### src/rtl/imc_pkg.sv
`default_nettype none
// ============================================================================
//  Module      : imc_pkg
//  Description : Shared op encodings, sequencer states and ADC saturation
//                helper for the compute-in-memory array sequencer.
//  Revision    : 1.0 - initial release
// ============================================================================
package imc_pkg;

    localparam logic [1:0] OP_WRITE = 2'b00;
    localparam logic [1:0] OP_READ  = 2'b01;
    localparam logic [1:0] OP_MAC   = 2'b10;
    localparam logic [1:0] OP_NOP   = 2'b11;

    typedef enum logic [2:0] {
        ST_IDLE  = 3'd0,
        ST_WRITE = 3'd1,
        ST_PRECH = 3'd2,
        ST_EVAL  = 3'd3,
        ST_SENSE = 3'd4,
        ST_RESP  = 3'd5
    } state_t;

    // Scale a column count down and clamp it to the largest code the ADC can emit.
    function automatic int unsigned sat_code(input int unsigned cnt,
                                             input int unsigned shift,
                                             input int unsigned bits);
        int unsigned shifted;
        int unsigned max_code;
        shifted  = cnt >> shift;
        max_code = (32'd1 << bits) - 32'd1;
        return (shifted > max_code) ? max_code : shifted;
    endfunction

endpackage
`default_nettype wire

### src/rtl/imc_col_adc.sv
`default_nettype none
// ============================================================================
//  Module      : imc_col_adc
//  Description : One bitline column: counts activated rows holding a 1 and
//                converts the count to a saturating ADC code.
//  Revision    : 1.0 - initial release
// ============================================================================
module imc_col_adc
    import imc_pkg::*;
#(
    parameter int ROWS      = 16,
    parameter int ADC_BITS  = 4,
    parameter int ADC_SHIFT = 0
) (
    input  logic [ROWS-1:0]     col_bits,
    input  logic [ROWS-1:0]     act,
    output logic [ADC_BITS-1:0] code
);

    localparam int CNT_W = $clog2(ROWS + 1);

    logic [CNT_W-1:0] cnt;

    always_comb begin
        cnt = '0;
        for (int r = 0; r < ROWS; r++) begin
            cnt = cnt + CNT_W'(col_bits[r] & act[r]);
        end
        code = ADC_BITS'(sat_code(32'(cnt), ADC_SHIFT, ADC_BITS));
    end

endmodule
`default_nettype wire

### src/rtl/imc_array_seq.sv
`default_nettype none
// ============================================================================
//  Module      : imc_array_seq
//  Description : ROWS x COLS 1-bit weight array with write / row read /
//                in-memory MAC sequencing through precharge, evaluate and
//                sense phases, and a valid/ready response channel.
//  Revision    : 1.0 - initial release
// ============================================================================
module imc_array_seq
    import imc_pkg::*;
#(
    parameter int ROWS      = 16,
    parameter int COLS      = 16,
    parameter int ADC_BITS  = 4,
    parameter int ADC_SHIFT = 0,
    parameter int PRE_CYC   = 2,
    parameter int EVAL_CYC  = 2
) (
    input  logic                       clk,
    input  logic                       rst,
    input  logic                       cmd_valid,
    output logic                       cmd_ready,
    input  logic [1:0]                 cmd_op,
    input  logic [$clog2(ROWS)-1:0]    cmd_row,
    input  logic [COLS-1:0]            cmd_wdata,
    input  logic [ROWS-1:0]            cmd_act,
    output logic                       rsp_valid,
    input  logic                       rsp_ready,
    output logic [COLS-1:0]            rsp_rdata,
    output logic [COLS*ADC_BITS-1:0]   rsp_adc,
    output logic                       pre_o,
    output logic                       eval_o,
    output logic                       saen_o,
    output logic                       we_o,
    output logic                       busy
);

    localparam int RW     = $clog2(ROWS);
    localparam int PH_MAX = (PRE_CYC > EVAL_CYC) ? PRE_CYC : EVAL_CYC;
    localparam int PH_W   = (PH_MAX > 1) ? $clog2(PH_MAX) : 1;

    localparam logic [PH_W-1:0] PRE_LAST  = PH_W'(PRE_CYC - 1);
    localparam logic [PH_W-1:0] EVAL_LAST = PH_W'(EVAL_CYC - 1);
    localparam logic [RW:0]     ROWS_L    = (RW + 1)'(ROWS);

    state_t                     state_q, state_d;
    logic [PH_W-1:0]            ph_q, ph_d;
    logic [1:0]                 op_q, op_d;
    logic [RW-1:0]              row_q, row_d;
    logic [COLS-1:0]            wdata_q, wdata_d;
    logic [ROWS-1:0]            act_q, act_d;

    logic                       rsp_valid_q, rsp_valid_d;
    logic [COLS-1:0]            rdata_q, rdata_d;
    logic [COLS*ADC_BITS-1:0]   adc_q, adc_d;
    logic                       pre_q, pre_d;
    logic                       eval_q, eval_d;
    logic                       saen_q, saen_d;
    logic                       we_q, we_d;

    // Weight array is deliberately left out of reset.
    logic [COLS-1:0]            mem_q [ROWS];

    logic                       row_ok;
    logic [ROWS-1:0]            col_bits [COLS];
    logic [COLS*ADC_BITS-1:0]   codes;

    assign row_ok = ({1'b0, row_q} < ROWS_L);

    always_comb begin
        for (int c = 0; c < COLS; c++) begin
            for (int r = 0; r < ROWS; r++) begin
                col_bits[c][r] = mem_q[r][c];
            end
        end
    end

    for (genvar c = 0; c < COLS; c++) begin : g_col
        imc_col_adc #(
            .ROWS      (ROWS),
            .ADC_BITS  (ADC_BITS),
            .ADC_SHIFT (ADC_SHIFT)
        ) u_col_adc (
            .col_bits (col_bits[c]),
            .act      (act_q),
            .code     (codes[c*ADC_BITS +: ADC_BITS])
        );
    end

    // Next-state and command capture.
    always_comb begin
        state_d = state_q;
        ph_d    = ph_q;
        op_d    = op_q;
        row_d   = row_q;
        wdata_d = wdata_q;
        act_d   = act_q;
        case (state_q)
            ST_IDLE: begin
                if (cmd_valid) begin
                    op_d    = cmd_op;
                    row_d   = cmd_row;
                    wdata_d = cmd_wdata;
                    act_d   = cmd_act;
                    ph_d    = '0;
                    case (cmd_op)
                        OP_WRITE: state_d = ST_WRITE;
                        OP_READ:  state_d = ST_PRECH;
                        OP_MAC:   state_d = ST_PRECH;
                        default:  state_d = ST_IDLE;
                    endcase
                end
            end
            ST_WRITE: state_d = ST_IDLE;
            ST_PRECH: begin
                if (ph_q == PRE_LAST) begin
                    ph_d    = '0;
                    state_d = ST_EVAL;
                end else begin
                    ph_d = ph_q + 1'b1;
                end
            end
            ST_EVAL: begin
                if (ph_q == EVAL_LAST) begin
                    ph_d    = '0;
                    state_d = ST_SENSE;
                end else begin
                    ph_d = ph_q + 1'b1;
                end
            end
            ST_SENSE: state_d = ST_RESP;
            ST_RESP: begin
                if (rsp_ready) begin
                    state_d = ST_IDLE;
                end
            end
            default: state_d = ST_IDLE;
        endcase
    end

    // Strobes follow the upcoming state so they are registered yet phase-aligned.
    always_comb begin
        pre_d       = (state_d == ST_PRECH);
        eval_d      = (state_d == ST_EVAL);
        saen_d      = (state_d == ST_SENSE);
        we_d        = (state_d == ST_WRITE);
        rsp_valid_d = (state_d == ST_RESP);
        rdata_d     = rdata_q;
        adc_d       = adc_q;
        if (state_q == ST_SENSE) begin
            if (op_q == OP_MAC) begin
                rdata_d = '0;
                adc_d   = codes;
            end else begin
                rdata_d = row_ok ? mem_q[row_q] : '0;
                adc_d   = '0;
            end
        end
    end

    always_ff @(posedge clk or posedge rst) begin
        if (rst) begin
            state_q     <= ST_IDLE;
            ph_q        <= '0;
            op_q        <= OP_NOP;
            row_q       <= '0;
            wdata_q     <= '0;
            act_q       <= '0;
            rsp_valid_q <= 1'b0;
            rdata_q     <= '0;
            adc_q       <= '0;
            pre_q       <= 1'b0;
            eval_q      <= 1'b0;
            saen_q      <= 1'b0;
            we_q        <= 1'b0;
        end else begin
            state_q     <= state_d;
            ph_q        <= ph_d;
            op_q        <= op_d;
            row_q       <= row_d;
            wdata_q     <= wdata_d;
            act_q       <= act_d;
            rsp_valid_q <= rsp_valid_d;
            rdata_q     <= rdata_d;
            adc_q       <= adc_d;
            pre_q       <= pre_d;
            eval_q      <= eval_d;
            saen_q      <= saen_d;
            we_q        <= we_d;
        end
    end

    // A reset forces state_q out of WRITE immediately, so an aborted write never lands.
    always_ff @(posedge clk) begin
        if (state_q == ST_WRITE && row_ok) begin
            mem_q[row_q] <= wdata_q;
        end
    end

    assign cmd_ready = (state_q == ST_IDLE);
    assign busy      = (state_q != ST_IDLE);
    assign rsp_valid = rsp_valid_q;
    assign rsp_rdata = rdata_q;
    assign rsp_adc   = adc_q;
    assign pre_o     = pre_q;
    assign eval_o    = eval_q;
    assign saen_o    = saen_q;
    assign we_o      = we_q;

endmodule
`default_nettype wire

### config.mk
export PLATFORM = sky130hd
export DESIGN_NAME = imc_array_seq
export DESIGN_NICKNAME = d
export VERILOG_FILES = /design/src/rtl/imc_pkg.sv /design/src/rtl/imc_col_adc.sv /design/src/rtl/imc_array_seq.sv
export SDC_FILE = /design/constraint.sdc
export NUM_CORES = 1
export LEC_CHECK = 0
export CORE_MARGIN = 2
export CORE_UTILIZATION = 38
export CTS_CLUSTER_SIZE = 12
export DETAILED_ROUTE_END_ITERATION = 6
export PLACE_DENSITY = 0.63
export SLEW_MARGIN = 25
export SYNTH_ARGS = -nofsm -noshare
export SYNTH_HDL_FRONTEND = slang
export SYNTH_SLANG_ARGS = --single-unit
### constraint.sdc
create_clock -name clk -period 6.5 [get_ports clk]
set_clock_uncertainty 0.1 [all_clocks]
set_input_delay 0.65 -clock clk [delete_from_list [all_inputs] [get_ports clk]]
set_output_delay 0.65 -clock clk [all_outputs]
set_load 0.03 [all_outputs]
### After elaboration in Yosys (flattened, before gate mapping)

Memory sizes are Yosys's and may differ from the RTL's.
Cells that the tools add are included.

* $add $sub $neg: 241
* magnitude comparators: 16
* equality and inequality tests: 14
* muxes and demuxes: 29
* bitwise gates (word level): 256
* reductions and logical operators: 8

Operators by type and width (count)
* $add 5x5->5: 224
* $and 1x1->1: 256
* $add 5x1->5: 16
* $gt 5x4->1 const B: 16
* $mux 4: 16
* $mux 64: 1
* $mux 16: 1
* $pmux 3 s5: 1
* $eq 3x2->1 const B: 4
* $eq 3x3->1 const B: 4
* $mux 3: 4
* $eq 3x1->1 const B: 2
* $eq 2x2->1 const B: 2
* $mux 1: 4
* $pmux 2 s2: 1
* $reduce_and 2->1: 2
* $reduce_or 2->1: 2
* $logic_not 3->1: 1
* $reduce_bool 3->1: 1
* $eq 2x1->1 const B: 1
* $logic_not 2->1: 1
* $ne 2x2->1 const B: 1
* $pmux 1 s2: 1
* $reduce_bool 2->1: 1
* $add 1x1->1 const B: 1

* bits in registers: 127
* memory bits (writable): 256
* input bits: 42
* output and inout bits: 87
* logic and storage cells: 578
* memories: 1

Memories
* mem_q: words 16, bits a word 16, read ports 17, clocked after memory_dff 0, write ports 1, RTL line imc_array_seq.sv:62 `logic [COLS-1:0] mem_q [ROWS];`

### Longest topological paths before layout

Gate-level depths: netlist of the first run.
An unclocked memory read counts as a cell.

* word-level depth: 20
* mapped depth: 15
* depth with buffers taken out: 14

### Cells and area by module

From an unflattened synthesis of the first run, not the netlist that was laid out.

* cell total of the unflattened synthesis: 1704
* area total of the unflattened synthesis: 22376.5 sq um

By module, submodules not included
* imc_array_seq: times used 1, cells an instance 850, area an instance 14928.1 sq um, sequential area each 10867.9 sq um
* imc_col_adc at g_col[4].u_col_adc ...: times used 6, cells an instance 53, area an instance 465.4 sq um, sequential area each 0.0 sq um
* imc_col_adc at g_col[10].u_col_adc ...: times used 5, cells an instance 54, area an instance 465.4 sq um, sequential area each 0.0 sq um
* imc_col_adc at g_col[15].u_col_adc ...: times used 4, cells an instance 53, area an instance 464.2 sq um, sequential area each 0.0 sq um
* imc_col_adc at g_col[0].u_col_adc: times used 1, cells an instance 54, area an instance 471.7 sq um, sequential area each 0.0 sq um

### Worst setup path after synthesis of the first run

Ideal clock, no wire load.

* path type: register to register
* start point: register act_q[7]
* end point: register adc_q[27], in the netlist rsp_adc[27]
* library setup time: 0.132 ns
* data arrival time: 4.364 ns
* data required time: 6.268 ns
* path slack: 1.904 ns
* cell stages (with the launch flop): 14
* path buffers: 2
* period minus slack after synthesis: 4.596 ns
* path through: dfrtp_1 > clkbuf_1 > clkbuf_1 > nand2_1 > fa_1 > fa_1 > fa_1 > fa_1 > inv_1 > ha_1 > fa_1 > or4b_2 > a21oi_1 > o21ai_0

* word-level cells in the longest chain between the ends: 13

Ends and longest elaborated chain
* from (decl): RTL line imc_array_seq.sv:51 `logic [ROWS-1:0] act_q, act_d;`
* from (signal assigned): RTL line imc_array_seq.sv:182 `act_q <= act_d;`
* $and 1x1->1 *: RTL line imc_col_adc.sv:27 `cnt = cnt + CNT_W'(col_bits[r] & act[r]);`
* $add 5x5->5 * (8 in a row): RTL line imc_col_adc.sv:27
* $add 5x1->5 *: RTL line imc_col_adc.sv:27
* $gt 5x4->1: RTL line imc_pkg.sv:32 `return (shifted > max_code) ? max_code : shifted;`
* $mux 4 *: RTL line imc_pkg.sv:32
* $mux 64 *: RTL line imc_array_seq.sv:151 `if (op_q == OP_MAC) begin`
* to (signal assigned): RTL line imc_array_seq.sv:171 `adc_q <= '0;`
* to (signal assigned): RTL line imc_array_seq.sv:185 `adc_q <= adc_d;`
* to (decl): RTL line imc_array_seq.sv:55 `logic [COLS*ADC_BITS-1:0] adc_q, adc_d;`

Every way passes the cells marked *; elsewhere a longest branch is shown, timed or not.
A chain may end at the register's enable or synchronous reset.

### Worst setup path in the final report of the first run

* start point: register act_q[5]
* end point: register adc_q[19], in the netlist rsp_adc[19]

* word-level cells in the longest chain between the ends: 15

Ends and longest elaborated chain (RTL line)
* $and 1x1->1 *: imc_col_adc.sv:27
* $add 5x5->5 * (10 in a row): imc_col_adc.sv:27
* $add 5x1->5 *: imc_col_adc.sv:27
* $gt 5x4->1: imc_pkg.sv:32
* $mux 4 *: imc_pkg.sv:32
* $mux 64 *: imc_array_seq.sv:151

Marks and branches as above.

==> metrics.txt, run 1 <==
status completed; CORE AREA roughly 56000 µm²; DRC 0; n_diodes 0; Clock Latency Late Sink approximately 0.58 ns; Worst path max stage delay about 1.1 ns; Root Driver clkbuf_16; met2 Use GR around 31%; Final Hold Slack around 0.37 ns; number of antenna-violating nets in the routed design 0; Startpoint Class register; Detailed Route Iter0 Violations between 1000 and 1500; cell family with most CP delay adder cells; r2r startpoint act_q[5]; #FFs+latches synth 383; FP Rows 87; Synth Warn # 0; hold buffers post-CTS 0; WL per Instance 22.5 µm; largest net degree at the start of global routing 70; critical path depth 11; Setup crit start act_q[5]; drt pass-1 iters 5; cell chain of the critical path nand2_1 > fa_1 > fa_1 > fa_1 > fa_1 > inv_1 > ha_1 > fa_1 > or4b_2 > a21oi_1 > o21ai_0; worst hold path class reg -> reg; clk buf depth 3; Slew @ Worst Pin between 1 and 1.5 ns; Worst R2R Path Depth 11; Syn Area/Cell about 13 µm²; Mapped Cells 1693; Crit. End Element register; Max-Slew Margin vs Limit around 28%; crit path DAT between 5 and 6 ns; cell area after synthesis about 22000 µm²; WHS Path Cells 2; sequential element share of the synthesized area 50.3%; initial antenna violation count 1; CTS Buf Count 45; CTS clock-pin slew for the worst setup and hold paths 0.06 ns; first-pass GRT wire length between 80000 and 90000 µm; CP dominant cell by count fa_1; Via-to-Cell Ratio about 5.3; Worst Path Required around 6.8 ns; Post CTS Setup Buffer Count 0; Port Buf Inserts about 130; min Tclk post-route between 5 and 6 ns; slowest CP cell dfrtp_1; Distinct cells, synth slightly above 40; die height ~240 µm; Die X 242 µm; vias in the first global route 14600; Most Crowded Layer GR met2; post-DP HPWL between 30000 and 40000 µm; Syn-to-layout area delta 17.4%; unrepaired setup endpoints after global routing false; period utilization 79.8%; grt ovf 0; Max Cap Violations 0; die footprint ~60000 µm²; H-tree levels 2; fraction of layout instances using a drive strength above 1 between 10% and 20%; Setup TNS Final 0 ns; Setup Crit Path Kind reg -> reg; maximum fanout along the worst path 17; fin nets approximately 2100; CTS resizes 0; Peak Freq roughly 0.19 GHz; Global Route met1 Usage between 20 and 30%; GR Layer Usage met3 around 4.1%; final setup vio count 0; final hold vios 0; pins over their slew limit 0; vias approximately 14000; Final GP Congestion ~0.89; Syn Nets between 1500 and 2000; Buf/Inv on CP 1; I/O pins 129; final wirelength ~60000 µm; GR Util All Layers approximately a fifth; clk sinks approximately 380; CTS tree yes; Initial Utilization between 30% and 40%; hold_sp rsp_adc[48]
==> state kept, by name (all words and copies together) (netlist names) <==
signal     cells
mem_q        256
rsp_adc       64
act_q         16
rsp_rdata     16
wdata_q       16
row_q          4
state_q        3
op_q           2
eval_o         1
ph_q           1
pre_o          1
rsp_valid      1
saen_o         1
we_o           1
==> metal layers <==
layer  part of all wire, %  vias to the layer above
met3                   8.7                      109
met5                     0                        -
met2                    44                      585
li1                      -                     6077
met4                   3.1                        0
met1                    44                     7079
==> per-stage QoR <==
stage          std cells  cell area [µm²]  setup slack, ns  utilization, %
2_1_floorplan       1693            21600             1.90               -
6_report            2631            25400             1.31            45.1
3_5_place_dp        2548            23900             1.25            42.5
4_1_cts             2631            25400             1.24            45.1
3_3_place_gp        2548            23900             1.43            42.5
5_1_grt             2631            25400             1.13            45.1
==> cell type report <==
cell class                      count  area [µm²]
Fill cell                        5116       30900
Sequential cell                   383       10900
Multi-Input combinational cell   1062        9850
Timing Repair Buffer              167        1570
Clock buffer                       66        1270
Tap cell                          756         946
Inverter                          180         681
Clock inverter                     17         163
==> layout by cell type, fill, tap and decap left out, types with 48 or more instances in the layout <==
cell type / synthesis / layout
edfxtp_1: 256 / 256
o21ai_0: 60 / 60
nand2_1: 238 / 238
inv_1: 180 / 179
clkdlybuf4s50_1: 0 / 128
mux2i_1: 64 / 64
a22oi_1: 48 / 48
fa_1: 160 / 160
ha_1: 81 / 81
and2_1: 145 / 144
dfrtp_1: 125 / 122
==> cells in the mapped netlist, drive strengths merged <==
| library cell | instances | area (µm²) |
|---|---|---|
| edfxtp | 256 | 7690 |
| nand2 | 238 | 893 |
| inv | 180 | 676 |
| fa | 160 | 3200 |
| and2 | 145 | 907 |
| dfrtp | 125 | 3130 |
| ha | 81 | 1010 |
| mux2i | 64 | 641 |
| o21ai | 60 | 300 |
| a22oi | 48 | 360 |
| clkbuf | 45 | 169 |
| a21oi | 41 | 205 |
| mux2 | 38 | 428 |
| mux4 | 32 | 721 |
| nand3 | 32 | 160 |
| buf | 23 | 125 |
| nor2 | 19 | 78.8 |
| nor2b | 17 | 106 |
| xor2 | 17 | 149 |
| o21bai | 15 | 113 |
| or4b | 9 | 90.1 |
| a21o | 7 | 52.6 |
| a22o | 7 | 61.3 |
| and4b | 7 | 70.1 |
| nand2b | 5 | 31.3 |
| nor3 | 5 | 25.0 |
| nor3b | 3 | 56.3 |
| dfstp | 2 | 52.6 |
| nand3b | 2 | 15.0 |
| nand4b | 2 | 17.5 |
| or2 | 2 | 12.5 |
| a32oi | 1 | 8.76 |
| and3 | 1 | 6.26 |
| nand4 | 1 | 6.26 |
| nor4b | 1 | 8.76 |
| or3b | 1 | 8.76 |
| or4 | 1 | 7.51 |
==> final timing paths <==
path / endpoint / slack [ns]
setup / recovery: rsp_adc[19] / 1.31
hold / removal: rsp_adc[48] / 0.37
setup reg to reg: rsp_adc[19] / 1.31
hold reg to reg: rsp_adc[48] / 0.37
max in group asynchronous: rsp_adc[22] / 4.49
min in group asynchronous: rsp_adc[21] / 0.45
==> worst min-delay path: cells and delay by family (launching register included) <==
family / cells / cell delay (ns)
AND/OR/NAND/NOR: 2 / 0.10
flip-flops: 1 / 0.34
==> logic make-up after synthesis <==
logic type               Yosys count  share of synthesized area (%)
AO/OA/AOI/OAI                    179                           5.10
XOR/XNOR                          17                          0.689
adder cells (fa/ha/maj)          241                           19.5
buffers and inverters            248                           4.49
flip-flops                       383                           50.3
multiplexers                     134                           8.29
AND/OR/NAND/NOR                  491                           11.6
Power of run 1 is not shown: default switching activity piles up to over one toggle a cycle in this logic, so the estimate is an artifact.
==> inputs of run 2 (changes only) <==
==> constraint.sdc (replaced) <==
create_clock -name clk -period 5.05 [get_ports clk]
set_clock_uncertainty 0.1 [all_clocks]
set_input_delay 0.505 -clock clk [delete_from_list [all_inputs] [get_ports clk]]
set_output_delay 0.505 -clock clk [all_outputs]
set_load 0.03 [all_outputs]
==> metrics.txt, run 2 (synthesis gave the netlist of run 1 again) <==
CP dominant cell by count fa_1 (unchanged); CTS resizes 0 (unchanged); CORE AREA 56300 µm² (unchanged); CTS Buf Count 44 (was 45); Die X 242 µm (unchanged); Clock Latency Late Sink 0.59 ns (was 0.58 ns); area of the multi-input gates 9860 µm² (was 9850 µm²); Via-to-Cell Ratio 5.24 (was 5.26); Final Hold Slack 0.334 ns (was 0.369 ns); H-tree levels 2 (unchanged); I/O pins 129 (unchanged); Post CTS Setup Buffer Count 0 (unchanged); r2r startpoint act_q[14] (was act_q[5]); Peak Freq 0.210 GHz (was 0.193 GHz); worst reg2reg path endpoint rsp_adc[3] (was rsp_adc[19]); WL per Instance 22.8 µm (was 22.5 µm); n_diodes 0 (unchanged); Setup Crit Path Kind reg -> reg (unchanged); clk sinks 383 (unchanged); status completed (unchanged); unrepaired setup endpoints after global routing false (unchanged); Final GP Congestion 0.877 (was 0.891); most frequent cells in the layout edfxtp_1, nand2_1, inv_1 (unchanged); hold buffers post-CTS 0 (unchanged); crit path DAT 5.12 ns (was 5.53 ns); number of antenna-violating nets in the routed design 0 (unchanged); fin area 25700 µm² (was 25400 µm²); Max-Slew Margin vs Limit 28.8% (was 28.0%); Setup TNS Final 0 ns (unchanged); Root Driver clkbuf_16 (unchanged); period utilization 94.5% (was 79.8%); initial antenna violation count 0 (was 1); final setup vio count 0 (unchanged); Max Cap Violations 0 (unchanged); die height 242 µm (unchanged); Crit. End Element register (unchanged); GR Util All Layers 20.8% (was 20.4%); Buf/Inv on CP 3 (was 1); maximum fanout along the worst path 6 (was 17); fraction of layout instances using a drive strength above 1 12.7% (was 11.3%); Worst R2R Path Depth 13 (was 11); Largest register FFs 256 (unchanged); Biggest register mem_q (unchanged); Initial Utilization 38.4% (unchanged); Worst Path Required 5.40 ns (was 6.84 ns); final wirelength 60600 µm (was 59200 µm); Startpoint Class register (unchanged); commonest non-fill, non-tap cell in the layout edfxtp_1 (unchanged); min Tclk post-route 4.77 ns (was 5.19 ns); DRC 0 (unchanged); clk buf depth 3 (unchanged); first-pass GRT wire length 90300 µm (was 89200 µm); die footprint 58800 µm² (unchanged); critical path depth 13 (was 11); post-DP HPWL 41200 µm (was 39600 µm); Slew @ Worst Pin 1.07 ns (was 1.08 ns); vias 13900 (about the same); CP endpoint rsp_adc[3] (was rsp_adc[19]); cell family with most CP delay adder cells (unchanged); FP Rows 87 (unchanged); DP Area 24100 µm² (was 23900 µm²); slowest CP cell or4b_2 (was dfrtp_1); Syn-to-layout area delta 18.8% (was 17.4%); Worst path max stage delay 0.64 ns (was 1.06 ns); fin nets 2145 (was 2122); Detailed Route Iter0 Violations 1238 (was 1411); number of filler instances in the final layout 5114 (was 5116); register area 10900 µm² (about the same); drt pass-1 iters 7 (was 5); grt ovf 0 (unchanged); worst hold path class in -> async (was reg -> reg); vias in the first global route 14600 (about the same); final hold vios 0 (unchanged); Port Buf Inserts 128 (unchanged); largest net degree at the start of global routing 71 (was 70); pins over their slew limit 0 (unchanged); CTS tree yes (unchanged); flop2flop setup slack 0.28 ns (was 1.31 ns); Setup crit start act_q[14] (was act_q[5]); cell chain of the critical path buf_12 > and2_1 > fa_1 > inv_1 > fa_1 > fa_1 > fa_1 > inv_1 > ha_1 > fa_1 > or4b_2 > a21oi_1 > o21ai_0 (was nand2_1 > fa_1 > fa_1 > fa_1 > fa_1 > inv_1 > ha_1 > fa_1 > or4b_2 > a21oi_1 > o21ai_0); CTS clock-pin slew for the worst setup and hold paths 0.06 ns (about the same)
==> run 2: changes by cell type in the layout (fill, tap and decap cells not counted), sizes merged <==
cell      previous run  this run
inv                182       181
clkinvlp             0         1
clkbuf              66        62
bufinv               3         5
buf                 39        63
==> run 2: final cells by class <==
cell class	count	share of cell area (%)
Tap cell	756	3.69
Clock buffer	62	4.99
Clock inverter	19	0.922
Inverter	180	2.65
Timing Repair Buffer	191	6.96
Sequential cell	383	42.4
Multi-Input combinational cell	1062	38.4
==> run 2: worst min path at each step <==
stage	slack, ns	cells past startpoint	endpoint	start
after global placement	0.36	2	rsp_adc[8]	rsp_adc[8]
final	0.33	2	rsp_adc[20]	rst
after detailed placement	0.36	2	rsp_adc[60]	rsp_adc[60]
after CTS	0.37	2	rsp_adc[20]	rst
after floorplan	0.40	1	ph_q	ph_q
after global routing	0.39	2	rsp_adc[44]	rsp_adc[44]
==> run 2: stage by stage <==
step                utilization (%)  std cells  setup WS, ns
detailed placement             42.9       2572         0.305
global route                   45.6       2653         0.102
CTS                            45.6       2653         0.294
finish                         45.6       2653         0.278
floorplan                         -       1693         0.454
global placement               42.8       2571         0.387
==> run 2: metal layers <==
metal,part of all wire (%),vias to the layer above,track usage (%)
li1,-,6117,-
met1,43,7090,29.1
met2,45,588,32.2
met3,8.6,110,4.22
met4,3.2,0,7.26
met5,0,-,0
Power of run 2 is left out for the same reason.
